`config.mk`:
```
export PLATFORM = sky130hd
export DESIGN_NAME = mem_access_unit
export DESIGN_NICKNAME = d
export VERILOG_FILES = /design/src/rtl/mem_access_unit.sv
export SDC_FILE = /design/constraint.sdc
export NUM_CORES = 1
export LEC_CHECK = 0
export CAP_MARGIN = 5
export CORE_ASPECT_RATIO = 0.75
export CORE_UTILIZATION = 49
export CTS_CLUSTER_SIZE = 10
export DETAILED_ROUTE_END_ITERATION = 10
export PLACE_DENSITY = 0.84
export SYNTH_ARGS = -nofsm -noshare
export SYNTH_HDL_FRONTEND = slang
export SYNTH_SLANG_ARGS = --single-unit
```
`constraint.sdc`:
```
create_clock -name Clk -period 3.15 [get_ports Clk]
set_input_delay 0.315 -clock Clk [delete_from_list [all_inputs] [get_ports Clk]]
set_output_delay 0.315 -clock Clk [all_outputs]
set_load 0.02 [all_outputs]
```
`src/rtl/mem_access_unit.sv`:
```
// Load/store unit between a CPU request port and a word-wide memory with byte/half lane handling.
// Build option MISALIGN_EXC_EN: misaligned half/word accesses skip memory and raise rsp_exc.
module mem_access_unit (
    input  logic        Clk,
    input  logic        Reset_n,
    input  logic        req_valid,
    output logic        req_ready,
    input  logic        req_we,
    input  logic [1:0]  req_size,
    input  logic        req_signed,
    input  logic [31:0] req_addr,
    input  logic [31:0] req_wdata,
    input  logic [31:0] req_pc,
    output logic        rsp_valid,
    output logic [31:0] rsp_rdata,
    output logic        rsp_exc,
    output logic [31:0] addr,
    output logic [31:0] WPC,
    output logic [31:0] MemWrite,
    output logic        DMWr,
    input  logic [31:0] MemRead
);

    localparam int unsigned DW = 32;
    localparam int unsigned AW = 32;

    typedef enum logic [1:0] {S_IDLE, S_ACCESS, S_MERGE, S_DONE} state_e;

    state_e          state_q, state_d;
    logic            we_q, we_d;
    logic [1:0]      size_q, size_d;
    logic            signed_q, signed_d;
    logic [AW-1:0]   addr_q, addr_d;
    logic [DW-1:0]   wdata_q, wdata_d;
    logic [AW-1:0]   pc_q, pc_d;
    logic [DW-1:0]   buf_q, buf_d;
    logic            rsp_valid_q, rsp_valid_d;
    logic [DW-1:0]   rsp_rdata_q, rsp_rdata_d;
    logic            rsp_exc_q, rsp_exc_d;

    logic [AW-1:0]   eff_addr_c;
    logic [1:0]      lane_c;
    logic [7:0]      lane_b_c;
    logic [15:0]     lane_h_c;
    logic [DW-1:0]   load_c;
    logic [DW-1:0]   merged_c;
    logic            skip_c;
    logic            dmwr_c;
    logic [DW-1:0]   mem_wdata_c;

`ifdef MISALIGN_EXC_EN
    assign skip_c = ((size_q == 2'b01) && addr_q[0]) || (size_q[1] && (addr_q[1:0] != 2'b00));
`else
    assign skip_c = 1'b0;
`endif

    // Effective address: sub-word alignment is forced down to the access size.
    always_comb begin
        case (size_q)
            2'b00:   eff_addr_c = addr_q;
            2'b01:   eff_addr_c = {addr_q[AW-1:1], 1'b0};
            default: eff_addr_c = {addr_q[AW-1:2], 2'b00};
        endcase
        lane_c = eff_addr_c[1:0];
    end

    // Little-endian lane extraction and zero/sign extension for loads.
    always_comb begin
        case (lane_c)
            2'd0:    lane_b_c = MemRead[7:0];
            2'd1:    lane_b_c = MemRead[15:8];
            2'd2:    lane_b_c = MemRead[23:16];
            default: lane_b_c = MemRead[31:24];
        endcase
        lane_h_c = lane_c[1] ? MemRead[31:16] : MemRead[15:0];
        case (size_q)
            2'b00:   load_c = signed_q ? {{24{lane_b_c[7]}}, lane_b_c} : {24'b0, lane_b_c};
            2'b01:   load_c = signed_q ? {{16{lane_h_c[15]}}, lane_h_c} : {16'b0, lane_h_c};
            default: load_c = MemRead;
        endcase
    end

    // Read-modify-write merge: replace only the addressed lane(s) of the captured word.
    always_comb begin
        merged_c = buf_q;
        case (size_q)
            2'b00: begin
                case (lane_c)
                    2'd0:    merged_c[7:0]   = wdata_q[7:0];
                    2'd1:    merged_c[15:8]  = wdata_q[7:0];
                    2'd2:    merged_c[23:16] = wdata_q[7:0];
                    default: merged_c[31:24] = wdata_q[7:0];
                endcase
            end
            2'b01: begin
                if (lane_c[1]) merged_c[31:16] = wdata_q[15:0];
                else           merged_c[15:0]  = wdata_q[15:0];
            end
            default: merged_c = wdata_q;
        endcase
    end

    always_ff @(posedge Clk) begin
        if (!Reset_n) begin
            state_q     <= S_IDLE;
            we_q        <= 1'b0;
            size_q      <= 2'b00;
            signed_q    <= 1'b0;
            addr_q      <= '0;
            wdata_q     <= '0;
            pc_q        <= '0;
            buf_q       <= '0;
            rsp_valid_q <= 1'b0;
            rsp_rdata_q <= '0;
            rsp_exc_q   <= 1'b0;
        end else begin
            state_q     <= state_d;
            we_q        <= we_d;
            size_q      <= size_d;
            signed_q    <= signed_d;
            addr_q      <= addr_d;
            wdata_q     <= wdata_d;
            pc_q        <= pc_d;
            buf_q       <= buf_d;
            rsp_valid_q <= rsp_valid_d;
            rsp_rdata_q <= rsp_rdata_d;
            rsp_exc_q   <= rsp_exc_d;
        end
    end

    always_comb begin
        state_d     = state_q;
        we_d        = we_q;
        size_d      = size_q;
        signed_d    = signed_q;
        addr_d      = addr_q;
        wdata_d     = wdata_q;
        pc_d        = pc_q;
        buf_d       = buf_q;
        rsp_valid_d = 1'b0;
        rsp_rdata_d = rsp_rdata_q;
        rsp_exc_d   = rsp_exc_q;
        dmwr_c      = 1'b0;
        mem_wdata_c = wdata_q;
        case (state_q)
            S_IDLE: begin
                if (req_valid) begin
                    we_d     = req_we;
                    size_d   = req_size;
                    signed_d = req_signed;
                    addr_d   = req_addr;
                    wdata_d  = req_wdata;
                    pc_d     = req_pc;
                    state_d  = S_ACCESS;
                end
            end
            S_ACCESS: begin
                rsp_rdata_d = '0;
                rsp_exc_d   = skip_c;
                state_d     = S_DONE;
                if (!skip_c) begin
                    if (we_q) begin
                        if (size_q[1]) begin
                            dmwr_c = 1'b1;
                        end else begin
                            buf_d   = MemRead;
                            state_d = S_MERGE;
                        end
                    end else begin
                        rsp_rdata_d = load_c;
                    end
                end
            end
            S_MERGE: begin
                dmwr_c      = 1'b1;
                mem_wdata_c = merged_c;
                state_d     = S_DONE;
            end
            S_DONE: begin
                rsp_valid_d = 1'b1;
                state_d     = S_IDLE;
            end
            default: state_d = S_IDLE;
        endcase
    end

    assign req_ready = (state_q == S_IDLE);
    assign rsp_valid = rsp_valid_q;
    assign rsp_rdata = rsp_rdata_q;
    assign rsp_exc   = rsp_exc_q;
    assign addr      = eff_addr_c;
    assign WPC       = pc_q;
    assign MemWrite  = mem_wdata_c;
    // Write strobe is gated by reset so a reset edge can never commit a write.
    assign DMWr      = dmwr_c & Reset_n;

endmodule

```
==> results of run 1 <==
-- state kept, by name, indices dropped and copies added (netlist names) --
| signal | count |
|---|---|
| buf_q | 32 |
| state_q | 2 |
| rsp_valid | 1 |
| rsp_rdata | 32 |
| signed_q | 1 |
| addr_q | 32 |
| we_q | 1 |
| WPC | 32 |
| size_q | 2 |
| wdata_q | 32 |
-- final timing paths --
| path | startpoint | to | slack, ns | cells past startpoint |
|---|---|---|---|---|
| max | size_q[0] | MemWrite[4] | 0.14 | 4 |
| min | Reset_n | rsp_valid | 0.20 | 2 |
| max reg2reg | addr_q[1] | rsp_rdata[31] | 0.55 | 5 |
| min reg2reg | rsp_rdata[20] | rsp_rdata[20] | 0.45 | 2 |
-- layer usage --
layer / global-route usage (%) / routed length (µm) / part of all wire [%]
met5: 0 / 0 / 0
met4: 8.59 / 436 / 1.8
met3: 9.34 / 2330 / 9.5
met2: 48.4 / 11200 / 46
met1: 40.3 / 10600 / 43
-- cells by family (layout without fill, tap and decap cells) --
logic type	count (synthesis)	after routing
adders and majority gates	4	4
muxes	31	31
and+or+nand+nor	354	354
other	1	1
buffers and inverters	114	325
AOI/OAI and AO/OA	287	287
DFF	167	167
-- timing repair --
action / 4_1_cts / 5_1_grt
hold buffers: 0 / 0
gates resized for setup: 0 / 2
endpoints found under the setup margin: 0 / 27
-- cell usage after synthesis, types with 2 or more instances --
cell and instances:
o21ai_2 10, ha_1 4, o221ai_1 5, inv_1 9
a22oi_1 12, o22ai_1 5, o2bb2a_1 2, a22o_1 2
clkbuf_1 57, o22a_1 5, mux2_2 18, o21ai_0 41
and3b_1 3, a2bb2oi_1 13, dfxtp_1 167, nor2b_1 4
buf_2 13, and2_1 3, mux2i_1 13, a21oi_1 28
a21o_1 4, nor3_1 2, a221oi_1 12, nand3_1 2
buf_1 2, o21ai_1 3, nor2_1 15, nand2_1 316
o31ai_1 5, buf_4 31, nand2b_1 4, a21boi_0 133
-- where the power goes --
| group | switching [mW] | internal [mW] |
|---|---|---|
| Combinational | 1.58 | 1.21 |
| Sequential | 0.261 | 2.46 |
| Clock | 0.875 | 1.19 |
| Total | 2.72 | 4.86 |
-- per-stage QoR --
stage	setup slack (ns)	instances	instance area, µm²	util [%]	power [mW]
floorplan	1.24	958	7770	-	4.38
global route	0.00763	1374	10900	70.8	7.96
finish	0.137	1374	10900	70.8	7.58
CTS	0.0155	1374	10900	70.8	7.59
global placement	0.597	1342	10300	67.0	5.48
detailed placement	0.471	1342	10300	67.0	5.52
-- layout make-up --
cell class	instances	area share (%)
multi-input combinational	677	35.6
sequential	167	30.7
timing repair buffer	284	25.8
clock buffer	21	4.14
tap	205	2.36
clock inverter	11	1.15
inverter	9	0.310
==> impl_metrics.env, run 1 <==
export IMPL_status="finished, final reports clean"
export IMPL_grt_pass1_wl_mm=39.0
export IMPL_num_io_pins=267
export IMPL_track_usage_pct=30.6
export IMPL_final_setup_tns_ns=0
export IMPL_layout_commonest_cell="nand2_1"
export IMPL_finalCriticalPeriod_ns=3.01
export IMPL_finalHoldViolCount=0
export IMPL_core_um2=15400
export IMPL_first_iter_violations=752
export IMPL_drive_gt1_share_pct=7.44
export IMPL_critPathKind="reg -> out"
export IMPL_synth_top_cell_area_share_pct=43.0
export IMPL_cap_viol_max_count=0
export IMPL_tightest_slew_ns=1.08
export IMPL_worstPathRequired_ns=2.83
export IMPL_synthSimpleGateAreaFrac_pct=18.1
export IMPL_postSynthAreaPerCell_um2=8.11
export IMPL_slew_headroom_pct=27.7
export IMPL_finalWirelength_mm=24.5
export IMPL_synth_top_cell_by_area="dfxtp_1"
export IMPL_gp_congestion=0.934
export IMPL_slowest_delay_ns=0.59
export IMPL_finalNetCount=1295
export IMPL_synth_xor_area_share_pct=0
export IMPL_dieWidth_um=147
export IMPL_p_per_area_nw_per_um2=696
export IMPL_ys_seq_area_share_pct=43.0
export IMPL_finalCritPeriodShare_pct=95.7
export IMPL_io_buffers=265
export IMPL_antenna_found_initial=0
export IMPL_start_kind="register"
export IMPL_syn_nets=1097
export IMPL_hold_ws_ns=0.200
export IMPL_clkSlewWorstSetupHoldPaths_ns=0.06
export IMPL_synth_top_flop_cell="dfxtp_1"
export IMPL_grt_max_degree=128
export IMPL_synth_warnings=0
export IMPL_multiInputGateArea_um2=3870
export IMPL_fill_cells=1261
export IMPL_clock_latency_ns=0.42
export IMPL_syn_to_final_growth_pct=40.2
export IMPL_max_freq_mhz=332
export IMPL_yosysUniqueCellTypes=47
export IMPL_clock_sinks=167
export IMPL_vdd_ir_drop_worst_uv=414
export IMPL_overflow=0
export IMPL_via_per_inst=5.44
export IMPL_synth_compound_area_share_pct=26.5
export IMPL_first_pass_iters=6
export IMPL_route_detailed_drc=0
export IMPL_htreeDepth=4
export IMPL_tritoncts="done"
export IMPL_synthCells=958
export IMPL_vias=7468
export IMPL_post_cts_buffers=0
export IMPL_hpwlAfterDp_mm=17.5
export IMPL_critPathCaptureType="primary output"
export IMPL_path_cells="nor2b_2 -> o211ai_2 -> mux2_2 -> clkdlybuf4s50_1"
export IMPL_cp_slowest_cell="dfxtp_1"
export IMPL_syn_area_um2=7770
export IMPL_synth_top_family_by_area="compound AO/OA/AOI/OAI gates"
export IMPL_critPathTopFamily="flip-flops"
export IMPL_synth_edf_count=0
export IMPL_final_setup_skew_ns=0.00632
export IMPL_regArea_um2=3340
export IMPL_synthMuxAreaShare_pct=4.29
export IMPL_initial_utilization_pct=50.5
export IMPL_numCtsBuffers=17
export IMPL_wl_per_cell_um=17.8
export IMPL_final_cell_mix="nand2_1, clkdlybuf4s50_1, dfxtp_1, a21boi_0, o21ai_0"
export IMPL_slew_violations=0
export IMPL_synth_seq_cells=167
export IMPL_min_path_type="in -> reg"
export IMPL_n_antenna_cell=0
export IMPL_synth_adder_area_share_pct=0.644
export IMPL_route_antenna_remaining_nets=0
export IMPL_cts_root_buf="clkbuf_16"
export IMPL_clk_path_buf_depth=2
export IMPL_cp_arrival_ns=2.70
export IMPL_placement_rows=39
export IMPL_grt_pass1_vias=7279
export IMPL_path_max_fanout=12
export IMPL_final_setup_viol_count=0
export IMPL_synthArstFlopShare_pct=0
export IMPL_rsz0062_at_grt="no"
export IMPL_die_h_um=111
export IMPL_yosys_top_cells_area="dfxtp_1, nand2_1, a21boi_0"
export IMPL_leakage_nw=3.90
export IMPL_path_buf_inv=1
export IMPL_die_area_um2=16400
Note: power is estimated with default switching activity, not from simulation.
==> run 2: changes to the inputs <==
--- a/config.mk
+++ b/config.mk
@@ -10,6 +10,7 @@
 export CORE_UTILIZATION = 49
 export CTS_CLUSTER_SIZE = 10
 export DETAILED_ROUTE_END_ITERATION = 10
+export GPL_TIMING_DRIVEN = 0
 export PLACE_DENSITY = 0.84
 export SYNTH_ARGS = -nofsm -noshare
 export SYNTH_HDL_FRONTEND = slang
==> run 2 against run 1 <==
Effect of this change: routed wire length rose by 7.4%; first-iteration DRC count fell by 16%; non-clock buffer count rose by 86; flip-flop and latch count did not move; clock skew rose by 0.0024 ns; sequential power barely moved; highest routed layer unchanged.
==> impl_metrics.env, run 2 (synthesis results as in run 1) <==
export IMPL_hpwlAfterDp_mm=20.0
export IMPL_numCtsBuffers=17
export IMPL_first_iter_violations=629
export IMPL_rr_startpoint="state_q[0]"
export IMPL_placed_area_um2=10700
export IMPL_antenna_found_initial=1
export IMPL_finalCritPeriodShare_pct=97.3
export IMPL_slew_violations=0
export IMPL_first_pass_iters=5
export IMPL_vias=8012
export IMPL_final_setup_skew_ns=0.00875
export IMPL_leakage_nw=4.13
export IMPL_rsz0062_at_grt="no"
export IMPL_design_area_um2=11300
export IMPL_min_path_type="in -> reg"
export IMPL_htreeDepth=4
export IMPL_gp_congestion=0.962
export IMPL_dieWidth_um=147
export IMPL_cts_root_buf="clkbuf_16"
export IMPL_layout_commonest_cell="nand2_1"
export IMPL_route_detailed_drc=0
export IMPL_clkSlewWorstSetupHoldPaths_ns=0.06
export IMPL_critPathLaunch="state_q[0]"
export IMPL_final_setup_tns_ns=0
export IMPL_n_antenna_cell=0
export IMPL_post_cts_buffers=0
export IMPL_overflow=0
export IMPL_hold_buffers=0
export IMPL_vdd_ir_drop_worst_uv=444
export IMPL_start_kind="register"
export IMPL_finalNetCount=1381
export IMPL_p_per_area_nw_per_um2=695
export IMPL_grt_pass1_wl_mm=40.6
export IMPL_wl_per_cell_um=18.0
export IMPL_grt_max_degree=17
export IMPL_clk_path_buf_depth=2
export IMPL_initial_utilization_pct=50.5
export IMPL_cap_viol_max_count=0
export IMPL_pre_cts_ws_ns=0.474
export IMPL_route_antenna_remaining_nets=0
export IMPL_worstPathRequired_ns=2.83
export IMPL_die_h_um=111
export IMPL_total_power_mw=7.85
export IMPL_regArea_um2=3340
export IMPL_clock_sinks=167
export IMPL_final_setup_viol_count=0
export IMPL_cp_arrival_ns=2.75
export IMPL_finalHoldViolCount=0
export IMPL_drive_gt1_share_pct=9.40
export IMPL_die_area_um2=16400
export IMPL_track_usage_pct=32.2
export IMPL_finalWirelength_mm=26.3
export IMPL_critPathCaptureType="primary output"
export IMPL_finalCriticalPeriod_ns=3.06
export IMPL_final_cell_mix="nand2_1, clkdlybuf4s50_1, dfxtp_1, a21boi_0, clkbuf_1"
export IMPL_via_per_inst=5.49
export IMPL_num_io_pins=267
export IMPL_tightest_slew_ns=0.680
export IMPL_status="finished, final reports clean"
export IMPL_clock_latency_ns=0.43
export IMPL_multiInputGateArea_um2=3870
export IMPL_io_buffers=265
export IMPL_path_max_fanout=10
export IMPL_fin_util_pct=73.5
export IMPL_slew_headroom_pct=54.3
export IMPL_syn_to_final_growth_pct=45.4
export IMPL_fill_cells=1239
export IMPL_grt_pass1_vias=7892
export IMPL_hold_path_startpoint="req_wdata[2]"
export IMPL_tritoncts="done"
export IMPL_core_um2=15400
export IMPL_fin_ws_ns=0.0851
export IMPL_max_freq_mhz=326
export IMPL_placement_rows=39
export IMPL_critPathKind="reg -> out"
[run 2: metal layers]
layer / part of all wire [%] / global-route usage, % / up-vias
met3: 11 / 11.0 / 58
met1: 41 / 39.6 / 3733
met4: 2.5 / 12.4 / 0
met2: 46 / 51.9 / 427
met5: 0 / 0 / -
li1: - / - / 3794
[run 2: metrics by stage]
stage	hold WS [ns]	cells
final	0.438	1460
after global routing	0.447	1460
after CTS	0.432	1460
after detailed placement	0.445	1428
after global placement	0.439	1428
after floorplan	0.439	958
[run 2: path summary, 6_finish.rpt]
| kind | slack [ns] | end | cells after the start |
|---|---|---|---|
| max reg2reg | 0.95 | size_q[0] | 7 |
| max | 0.09 | MemWrite[9] | 6 |
| min | 0.44 | wdata_q[2] | 3 |
| min reg2reg | 0.46 | rsp_rdata[26] | 2 |
[run 2: critical path: stages, from the launching register on]
cell and delay, ns:
dfxtp_1 0.34, inv_1 0.13, ha_1 0.27, nand2_2 0.20
clkbuf_1 0.26, o21ai_0 0.42, clkdlybuf4s50_1 0.69
[run 2: timing repair]
action,in CTS,in global routing
gates cloned,0,0
pin swaps,0,0
endpoints found under the setup margin,1,13
resized for setup,1,10
[run 2: final cells by class]
class                   count  share of cell area, %
inverters                   9                  0.299
repair buffers            265                   23.5
plain buffers             105                   4.77
multi-input cells         677                   34.2
well taps                 205                   2.27
flip-flops and latches    167                   29.6
clock inverters            15                   1.57
clock buffers              17                   3.77
[run 2: power breakdown]
part | internal [mW] | switching (mW)
clock network | 1.25 | 0.901
registers | 2.46 | 0.239
logic | 1.30 | 1.70
total | 5.01 | 2.84
